### config.mk
export PLATFORM = sky130hd
export DESIGN_NAME = tlv5638_dac_drv_flat
export DESIGN_NICKNAME = d
export VERILOG_FILES = /design/src/rtl/tlv5638_dac_drv_pkg.sv /design/src/rtl/tlv5638_dac_drv_if.sv /design/src/rtl/tlv5638_dac_drv_spi_shift.sv /design/src/rtl/tlv5638_dac_drv.sv /design/src/flat_wrapper.sv
export SDC_FILE = /design/constraint.sdc
export NUM_CORES = 1
export LEC_CHECK = 0
export BUFFER_PORTS_ARGS = -buffer_cell sky130_fd_sc_hd__buf_2
export CAP_MARGIN = 10
export CORE_AREA = 2 2 77 133
export CTS_CLUSTER_DIAMETER = 120
export DETAILED_ROUTE_END_ITERATION = 8
export DIE_AREA = 0 0 79 135
export GPL_ROUTABILITY_DRIVEN = 0
export HOLD_SLACK_MARGIN = 0.12
export PLACE_DENSITY_LB_ADDON = 0.05
export SYNTH_ARGS = -nofsm -noshare
export SYNTH_HDL_FRONTEND = slang
export SYNTH_HIERARCHICAL = 1
export SYNTH_SLANG_ARGS = --single-unit
export TNS_END_PERCENT = 1
### constraint.sdc
create_clock -name clk_16M -period 2.7 [get_ports clk_16M]
set_input_delay 0.405 -clock clk_16M [delete_from_list [all_inputs] [get_ports clk_16M]]
set_output_delay 0.405 -clock clk_16M [all_outputs]
set_load 0.005 [all_outputs]
### src/rtl/tlv5638_dac_drv_pkg.sv
// Shared definitions for the TLV5638 dual-DAC driver: frame field
// constants, state encodings and the data-frame builder.
package tlv5638_dac_drv_pkg;

    // R1R0 register-select codes (R1 sits at bit 15, R0 at bit 12)
    localparam logic [1:0] R_BUF   = 2'b01;
    localparam logic [1:0] R_A_UPD = 2'b10;
    localparam logic [1:0] R_CTRL  = 2'b11;

    // Speed-select bit, always set for fast settling
    localparam int unsigned SPD_BIT = 14;

    // Control register: R=11, fast, powered, internal 2.048 V reference
    localparam logic [15:0] CTRL_WORD_DEF = 16'hD002;

    typedef enum logic [2:0] {
        ST_INIT,
        ST_CTRL,
        ST_GAP_C,
        ST_IDLE,
        ST_SEND_B,
        ST_GAP_B,
        ST_SEND_A,
        ST_GAP_A
    } drv_state_t;

    typedef enum logic [2:0] {
        SH_IDLE,
        SH_LEAD,
        SH_HIGH,
        SH_LOW,
        SH_TAIL
    } shift_state_t;

    // Build a 16-bit DAC frame from a register select and an 8-bit sample
    // (sample occupies the top of the 12-bit code, low nibble zero)
    function automatic logic [15:0] mk_frame(input logic [1:0] r, input logic [7:0] code);
        logic [15:0] f;
        f = {r[1], 1'b0, 1'b0, r[0], code, 4'h0};
        f[SPD_BIT] = 1'b1;
        return f;
    endfunction

endpackage

### src/rtl/tlv5638_dac_drv_if.sv
// Sample input and DAC pin bundle for the TLV5638 driver.
interface tlv5638_dac_drv_if;
    logic [15:0] data_i;
    logic        valid_i;
    logic        dac_cs_n;
    logic        dac_sclk;
    logic        dac_din;
    logic        busy;
    logic        upd_o;

    // Upstream side: supplies samples, observes the DAC pins and status
    modport master (
        output data_i, valid_i,
        input  dac_cs_n, dac_sclk, dac_din, busy, upd_o
    );

    // Driver side
    modport slave (
        input  data_i, valid_i,
        output dac_cs_n, dac_sclk, dac_din, busy, upd_o
    );
endinterface

### src/rtl/tlv5638_dac_drv_spi_shift.sv
// One-word 3-wire serialiser: on i_start, frames i_word MSB first with
// FS low, SCLK idling high and DIN changing only on SCLK rising edges.
// o_done is high during the last FS-low cycle.
module dac_spi_shift
    import tlv5638_dac_drv_pkg::*;
#(
    parameter int unsigned HALF_DIV = 2
) (
    input  logic        clk_16M,
    input  logic        rst,
    input  logic        i_start,
    input  logic [15:0] i_word,
    output logic        o_cs_n,
    output logic        o_sclk,
    output logic        o_din,
    output logic        o_done
);

    localparam logic [7:0] HALF_LAST = 8'(HALF_DIV - 1);

    shift_state_t r_state;
    logic [15:0]  r_shreg;
    logic [3:0]   r_bit;
    logic [7:0]   r_half;

    // Frame sequencer: lead cycle, 16 x (high, low) bit phases, tail cycle
    always_ff @(posedge clk_16M or negedge rst) begin
        if (!rst) begin
            r_state <= SH_IDLE;
            r_shreg <= '0;
            r_bit   <= '0;
            r_half  <= '0;
            o_cs_n  <= 1'b1;
            o_sclk  <= 1'b1;
            o_din   <= 1'b0;
            o_done  <= 1'b0;
        end else begin
            o_done <= 1'b0;
            case (r_state)
                SH_IDLE: begin
                    if (i_start) begin
                        r_shreg <= i_word;
                        r_bit   <= 4'd15;
                        r_half  <= '0;
                        o_cs_n  <= 1'b0;
                        o_sclk  <= 1'b1;
                        o_din   <= i_word[15];
                        r_state <= SH_LEAD;
                    end
                end
                SH_LEAD: begin
                    r_half  <= '0;
                    r_state <= SH_HIGH;
                end
                SH_HIGH: begin
                    if (r_half == HALF_LAST) begin
                        r_half  <= '0;
                        o_sclk  <= 1'b0;
                        r_state <= SH_LOW;
                    end else begin
                        r_half <= r_half + 8'd1;
                    end
                end
                SH_LOW: begin
                    if (r_half == HALF_LAST) begin
                        r_half <= '0;
                        o_sclk <= 1'b1;
                        if (r_bit == 4'd0) begin
                            o_done  <= 1'b1;
                            r_state <= SH_TAIL;
                        end else begin
                            r_bit   <= r_bit - 4'd1;
                            o_din   <= r_shreg[14];
                            r_shreg <= {r_shreg[14:0], 1'b0};
                            r_state <= SH_HIGH;
                        end
                    end else begin
                        r_half <= r_half + 8'd1;
                    end
                end
                SH_TAIL: begin
                    o_cs_n  <= 1'b1;
                    o_din   <= 1'b0;
                    r_state <= SH_IDLE;
                end
                default: r_state <= SH_IDLE;
            endcase
        end
    end

endmodule

### src/rtl/tlv5638_dac_drv.sv
// TLV5638 driver top: power-up control write, then one B-buffer write and
// one A-with-update write per received sample, with a one-deep
// latest-wins pending buffer for samples arriving while busy.
module tlv5638_dac_drv
    import tlv5638_dac_drv_pkg::*;
#(
    parameter int unsigned HALF_DIV  = 2,
    parameter int unsigned INIT_WAIT = 1600,
    parameter logic [15:0] CTRL_WORD = CTRL_WORD_DEF,
    parameter int unsigned GAP_CYC   = 4
) (
    input  logic              clk_16M,
    input  logic              rst,
    tlv5638_dac_drv_if.slave  bus
);

    localparam logic [15:0] INIT_LAST = 16'(INIT_WAIT - 1);
    localparam logic [15:0] GAP_LAST  = 16'(GAP_CYC - 1);

    drv_state_t  r_state;
    logic [15:0] r_cnt;
    logic [15:0] r_cur;
    logic [15:0] r_pend;
    logic        r_pend_v;
    logic        r_start;
    logic        r_busy;
    logic        r_upd;

    logic [15:0] w_word;
    logic        w_cs_n;
    logic        w_sclk;
    logic        w_din;
    logic        w_done;

    // Frame offered to the serialiser; r_start is registered together with
    // the state change, so the word is already selected when it is sampled
    always_comb begin
        w_word = CTRL_WORD;
        case (r_state)
            ST_SEND_B: w_word = mk_frame(R_BUF,   r_cur[15:8]);
            ST_SEND_A: w_word = mk_frame(R_A_UPD, r_cur[7:0]);
            default:   w_word = CTRL_WORD;
        endcase
    end

    // Sequencing FSM plus pending-sample capture
    always_ff @(posedge clk_16M or negedge rst) begin
        if (!rst) begin
            r_state  <= ST_INIT;
            r_cnt    <= '0;
            r_cur    <= '0;
            r_pend   <= '0;
            r_pend_v <= 1'b0;
            r_start  <= 1'b0;
            r_busy   <= 1'b1;
            r_upd    <= 1'b0;
        end else begin
            r_start <= 1'b0;
            r_upd   <= 1'b0;
            if (bus.valid_i && (r_state != ST_IDLE)) begin
                r_pend   <= bus.data_i;
                r_pend_v <= 1'b1;
            end
            case (r_state)
                ST_INIT: begin
                    if (r_cnt == INIT_LAST) begin
                        r_cnt   <= '0;
                        r_start <= 1'b1;
                        r_state <= ST_CTRL;
                    end else begin
                        r_cnt <= r_cnt + 16'd1;
                    end
                end
                ST_CTRL: begin
                    if (w_done) begin
                        r_cnt   <= '0;
                        r_state <= ST_GAP_C;
                    end
                end
                ST_GAP_C: begin
                    if (r_cnt == GAP_LAST) begin
                        r_cnt   <= '0;
                        r_busy  <= 1'b0;
                        r_state <= ST_IDLE;
                    end else begin
                        r_cnt <= r_cnt + 16'd1;
                    end
                end
                ST_IDLE: begin
                    // A fresh strobe outranks (and discards) an older pending word
                    if (bus.valid_i) begin
                        r_cur    <= bus.data_i;
                        r_pend_v <= 1'b0;
                        r_start  <= 1'b1;
                        r_busy   <= 1'b1;
                        r_state  <= ST_SEND_B;
                    end else if (r_pend_v) begin
                        r_cur    <= r_pend;
                        r_pend_v <= 1'b0;
                        r_start  <= 1'b1;
                        r_busy   <= 1'b1;
                        r_state  <= ST_SEND_B;
                    end
                end
                ST_SEND_B: begin
                    if (w_done) begin
                        r_cnt   <= '0;
                        r_state <= ST_GAP_B;
                    end
                end
                ST_GAP_B: begin
                    if (r_cnt == GAP_LAST) begin
                        r_cnt   <= '0;
                        r_start <= 1'b1;
                        r_state <= ST_SEND_A;
                    end else begin
                        r_cnt <= r_cnt + 16'd1;
                    end
                end
                ST_SEND_A: begin
                    if (w_done) begin
                        r_cnt   <= '0;
                        r_upd   <= 1'b1;
                        r_state <= ST_GAP_A;
                    end
                end
                ST_GAP_A: begin
                    if (r_cnt == GAP_LAST) begin
                        r_cnt   <= '0;
                        r_busy  <= 1'b0;
                        r_state <= ST_IDLE;
                    end else begin
                        r_cnt <= r_cnt + 16'd1;
                    end
                end
                default: r_state <= ST_INIT;
            endcase
        end
    end

    dac_spi_shift #(
        .HALF_DIV (HALF_DIV)
    ) u_shift (
        .clk_16M (clk_16M),
        .rst     (rst),
        .i_start (r_start),
        .i_word  (w_word),
        .o_cs_n  (w_cs_n),
        .o_sclk  (w_sclk),
        .o_din   (w_din),
        .o_done  (w_done)
    );

    assign bus.dac_cs_n = w_cs_n;
    assign bus.dac_sclk = w_sclk;
    assign bus.dac_din  = w_din;
    assign bus.busy     = r_busy;
    assign bus.upd_o    = r_upd;

endmodule

### src/flat_wrapper.sv
// flat-port wrapper written by rule: the top's interface ports become plain ports
module tlv5638_dac_drv_flat import tlv5638_dac_drv_pkg::*;
#(
    parameter int unsigned HALF_DIV  = 2,
    parameter int unsigned INIT_WAIT = 1600,
    parameter logic [15:0] CTRL_WORD = CTRL_WORD_DEF,
    parameter int unsigned GAP_CYC   = 4
)
  (clk_16M, rst, bus_data_i, bus_valid_i, bus_dac_cs_n, bus_dac_sclk, bus_dac_din, bus_busy, bus_upd_o);
  tlv5638_dac_drv_if bus_i ();
  input  logic clk_16M;
  input  logic rst;
  input wire logic [$bits(bus_i.data_i)-1:0] bus_data_i;
  input wire logic [$bits(bus_i.valid_i)-1:0] bus_valid_i;
  output wire logic [$bits(bus_i.dac_cs_n)-1:0] bus_dac_cs_n;
  output wire logic [$bits(bus_i.dac_sclk)-1:0] bus_dac_sclk;
  output wire logic [$bits(bus_i.dac_din)-1:0] bus_dac_din;
  output wire logic [$bits(bus_i.busy)-1:0] bus_busy;
  output wire logic [$bits(bus_i.upd_o)-1:0] bus_upd_o;
  assign bus_i.data_i = bus_data_i;
  assign bus_i.valid_i = bus_valid_i;
  assign bus_dac_cs_n = bus_i.dac_cs_n;
  assign bus_dac_sclk = bus_i.dac_sclk;
  assign bus_dac_din = bus_i.dac_din;
  assign bus_busy = bus_i.busy;
  assign bus_upd_o = bus_i.upd_o;
  tlv5638_dac_drv #(.HALF_DIV(HALF_DIV), .INIT_WAIT(INIT_WAIT), .CTRL_WORD(CTRL_WORD), .GAP_CYC(GAP_CYC)) u_core (.clk_16M(clk_16M), .rst(rst), .bus(bus_i));
endmodule
Yosys cells after proc, flatten, opt, wreduce, memory -nomap -nowiden --
Index checks and enable logic that the tools add are counted.
Operators by class: add/subtract/negate cells 3, eq/ne operators 27, mux-type cells 60, reductions and logical operators 26
Operators with widths (number):
- $mux 16 | 5
- $pmux 16 s3 | 1
- $mux 15 | 3
- $mux 3 | 12
- $pmux 16 s2 | 1
- $pmux 15 s2 | 1
- $pmux 8 s3 | 1
- $mux 1 | 23
- $pmux 3 s7 | 1
- $add 16x1->16 const B | 1
- $eq 16x11->1 const B | 1
- $eq 16x2->1 const B | 1
- $mux 8 | 2
- $eq 3x3->1 const B | 5
- $eq 3x2->1 const B | 4
- $mux 4 | 3
- $ne 2x2->1 const B | 6
- $pmux 3 s4 | 1
- $reduce_and 4->1 | 3
- $reduce_bool 3->1 | 4
- $ne 2x1->1 const B | 5
- $pmux 1 s3 | 3
- $add 8x1->8 const B | 1
- $eq 8x1->1 const B | 1
- 14 further kinds | 27
Word-level totals: bits in registers 89, input bits 19, output and inout port bits 5, logic and storage cells 132

Logic depth before layout (Yosys ltp) --
depth after elaboration 6, gate-level depth with buffers 9, mapped depth without buffers 7

Modules after synthesis --
Netlist, hierarchy kept.
By module, submodules not included:
- tlv5638_dac_drv | instances 1, cells an instance 272, area each 2836.5 um^2, seq. area each 1377.6 um^2
- dac_spi_shift | instances 1, cells an instance 184, area each 1829.3 um^2, seq. area each 853.3 um^2

Least setup slack after synthesis --
Ideal clock, no wire load.
kind register to register, start point reg u_core.r_cnt[0], end point reg u_core.r_cnt[13], library setup time 0.101 ns, arrival time 1.794 ns, required time 2.599 ns, slack 0.805 ns, stages on the path, launching flop included 7, buffers on the path 0, clock period less this slack 1.895 ns, cell sequence dfrtp_1 > ha_1 > and3_1 > and4_4 > o32ai_4 > nand2_4 > o311ai_2
Between the ends: cells in the longest elaborated chain, start to end 3, elaborated cells between the ends (all ways) 6, classes of those cells add/sub (1); eq/ne (2); mux (3)
RTL lines:
- start, declared | line tlv5638_dac_drv.sv:21 | logic [15:0] r_cnt;
- start signal, assigned | line tlv5638_dac_drv.sv:71 | r_cnt <= r_cnt + 16'd1;
- start signal, assigned | line tlv5638_dac_drv.sv:86 | r_cnt <= r_cnt + 16'd1;
- start signal, assigned | line tlv5638_dac_drv.sv:117 | r_cnt <= r_cnt + 16'd1;
- $add 16x1->16, or another cell as far along
- $mux 16, on equally long branches
- $pmux 16 s3 (*) | line tlv5638_dac_drv.sv:64 | case (r_state)
Mark *: on every way between the ends. The rest lies on a longest branch, timed or not. A chain may end at the register's enable or synchronous reset.

Worst setup path in the final report --
start point reg u_core.r_state[2], end point reg u_core.r_cnt[7]
Between the ends: cells in the longest elaborated chain, start to end 4, elaborated cells between the ends (all ways) 13, classes of those cells eq/ne (7); mux (1); reduce/logical (5)
RTL lines:
- start, declared | line tlv5638_dac_drv.sv:20 | drv_state_t r_state;
- start signal, assigned | line tlv5638_dac_drv.sv:49 | r_state <= ST_INIT;
- start signal, assigned | line tlv5638_dac_drv.sv:69 | r_state <= ST_CTRL;
- start signal, assigned | line tlv5638_dac_drv.sv:77 | r_state <= ST_GAP_C;
- $eq 3x1->1, or another cell as far along | line tlv5638_dac_drv.sv:64
- $reduce_or 3->1 (no source line)
- $ne 2x1->1 (no source line) or $reduce_bool 3->1 (tied branches)
- $reduce_and 2->1 (no source line)
Several ways; a longest one is shown, not always the timed one.

==> metrics <==
post-route DRC violation count 0; post-CTS setup buffer count 0; VDD IR-drop max 0.000632 V; pwr/cell area roughly 820 nW/um^2; number of antenna violations at the first check in global routing 0; area grow syn2layout 11.8%; sequential power share 0.415; post-layout minimum cycle time 2.20 ns; Worst R2R Setup Slack 0.50 ns; Mapped Area 4670 um^2; nets 506; Yosys reg bits 89; WS Path Type flip-flop to flip-flop; synthesized area per cell just over 10 um^2; Max-Slew Margin vs Limit 0.628; first-pass GRT wire length roughly 16 mm; Setup Skew 0.00753 ns; Total Routing Usage GR 0.191; largest cells by area after synthesis dfrtp_1, mux2_2, mux2i_1; First-pass DRT Iterations 4; area leader, netlist dfrtp_1; core area between 9000 and 10000 um^2; Initial Util 0.490; Critical Path Source Type flip-flop; wire per inst around 15 um; DP HPWL about 6.5 mm; Worst-Skew Late Latency between 0.3 and 0.4 ns; met3 GRT Util 0.0307; aggregate global routing overflow 0; FFs w/ async S/R, synth 1.00; most used routing layer met2; clock power share 0.296; post-synth cell types 65; largest net degree at the start of global routing 39; final period utilization 0.815; diode count 0; Clock Root Buffer clkbuf_16; Worst Tran Pin Value approximately 0.56 ns; final-report setup violation count 0; Min-Delay Startpoint bus_data_i[8]; via count ~3400; Initial DRC Count between 100 and 150; FMAX between 0.4 and 0.5 GHz; crit path from u_core/r_state[2]; Min-Delay Path Class primary input to flip-flop; RSZ-0062 raised after global routing no; Req. time, crit path approximately 3 ns; Slew Viols, Final 0; share of cells above drive strength 1 0.227; CTS Sinks 89; CTS buffer count 9; Leak ~2.4 nW; antenna-violating nets left 0; CTS H-tree depth 3; Die H around 140 um; post-synthesis sequential area ratio 0.478; Synth Warn # 6; CTS tree built; Fill cells 863; Die Wd between 70 and 80 um; met2 GRT Util 0.321; maxcap violations 0; vias in the first global route around 3300; num ports 24; sw frac 0.342; Int Pwr ~2.8 mW; maximum clock path buffer count 2; I/O Buffers 23; routed wire length about 9.3 mm; Syn Inst Count approximately 460; Hold Vio Cnt, Final 0; pre-CTS WS roughly 0.51 ns; Synth top area share 0.461; Max Fanout on Critical Path 13; Vias/cell about 5.5; post-route setup TNS 0 ns; die area ~11000 um^2; number of flops mapped to enable cells by yosys 0; GR Util met1 0.244; Post-synth top flop dfrtp_1; Comb pwr share 0.289; final worst setup slack approximately 0.5 ns; status completed; Sw Pwr ~1.5 mW; CTS clk-pin slew, worst paths about 0.07 ns; endpoint class of the critical path flip-flop; worst r2r src u_core/r_state[2]; Row Count 47; Worst EP arrival around 2.4 ns
power by group through the flow:
stage	Combinational [mW]	Sequential (mW)	Clock, mW
after CTS	1.24	1.76	1.30
after global routing	1.40	1.80	1.35
after global placement	1.22	1.78	0
after detailed placement	1.24	1.79	0
after floorplan	1.02	1.70	0
final	1.23	1.77	1.26
metal layers:
layer,vias up,share of wire
li1,1656,-
met1,1640,0.45
met2,51,0.51
met3,9,0.024
met4,0,0.015
met5,-,0
registers in the layout, summed over array words and instances (netlist names), 3 cells and up:
name / flops
u_core/r_cnt: 16
u_core/r_cur: 16
u_core/r_pend: 16
u_core/u_shift/r_shreg: 15
u_core/u_shift/r_half: 8
u_core/u_shift/r_bit: 4
u_core/r_state: 3
u_core/u_shift/r_state: 3
cell families after synthesis:
kind of cell / count (synthesis) / synth area share
fa+ha+maj: 4 / 0.0107
mux: 57 / 0.136
buf+inv: 33 / 0.0410
compound gates: 74 / 0.114
xor+xnor: 9 / 0.0169
flops: 89 / 0.478
simple gates: 188 / 0.201
other cells: 2 / 0.00161
metrics by stage:
stage	hold slack [ns]	area, um^2	power, mW	utilization	cells
2_1_floorplan	0.109	4680	2.72	-	459
3_3_place_gp	0.384	4900	3.00	0.515	593
3_5_place_dp	0.386	4900	3.03	0.515	593
4_1_cts	0.298	5220	4.30	0.548	610
5_1_grt	0.303	5220	4.55	0.548	610
6_report	0.310	5220	4.26	0.548	610
cell usage after synthesis, drive strengths merged (7+ instances only):
cell type and count:
dfrtp 86, nand2 63, nor2 52, mux2 32
mux2i 25, a21oi 23, nand3 15, nor3 15
buf 14, o21ai 14, inv 10, clkbuf 9
xnor2 8, a22o 7, and3 7, nor4 7
worst paths after layout:
kind	end	cells past startpoint
min in group asynchronous	u_core/u_shift/r_half[0]	2
worst min register to register	u_core/r_pend[14]	1
worst max-delay path	u_core/r_cnt[7]	7
max in group asynchronous	u_core/r_cur[7]	3
worst max register to register	u_core/r_cnt[7]	7
worst min-delay path	u_core/r_pend[8]	2
cell usage in the layout (no fill, tap or decap), types with 2 or more instances in the layout:
cell type / synthesis / routed
o21bai_1: 2 / 2
clkbuf_16: 0 / 9
a31oi_1: 3 / 3
nand2_1: 62 / 62
and4_4: 3 / 3
nor2_1: 51 / 51
a21o_1: 2 / 2
nor2b_1: 3 / 3
nand3_1: 15 / 15
nor3_1: 13 / 13
o2bb2ai_1: 4 / 4
inv_6: 0 / 2
dfstp_2: 3 / 3
mux2_4: 7 / 7
xnor2_1: 8 / 8
o22ai_1: 4 / 4
nor4_2: 2 / 2
a21oi_1: 22 / 22
mux2_2: 25 / 25
ha_1: 4 / 4
nand2b_1: 4 / 4
o21a_1: 3 / 3
o21ai_0: 13 / 13
nand2b_2: 2 / 2
nand4_1: 3 / 3
clkinv_4: 0 / 3
mux2i_1: 25 / 25
or2_2: 2 / 2
o311ai_2: 3 / 3
inv_1: 10 / 10
nand3b_1: 2 / 2
a22o_1: 6 / 6
and3_1: 6 / 6
conb_1: 2 / 5
nor4_1: 5 / 5
dfrtp_1: 86 / 86
and3b_1: 2 / 2
buf_2: 5 / 22
buf_4: 2 / 12
cell type report:
type	instances	area [um^2]	area share
multi-input combinational	337	2260	0.433
inverter	10	37.5	0.00720
sequential	89	2230	0.428
clock buffer	9	225	0.0432
clock inverter	7	78.8	0.0151
tap	122	153	0.0293
timing repair buffer	36	230	0.0441
what timing repair did:
| item | 4_1_cts | 5_1_grt |
|---|---|---|
| resized for setup | 0 | 0 |
| endpoints found under the setup margin | 0 | 0 |
| hold buffers | 1 | 0 |
| endpoints found under the hold margin | 29 | 0 |
critical path, cell delays in order, from the launching register on:
cell and delay (ns):
dfrtp_1 0.54, inv_1 0.16, nor2_1 0.08, inv_1 0.31, nor2_1 0.10, nor2_1 0.46
nand2_4 0.16, o311ai_2 0.28
(Power assumes the default switching activity.)
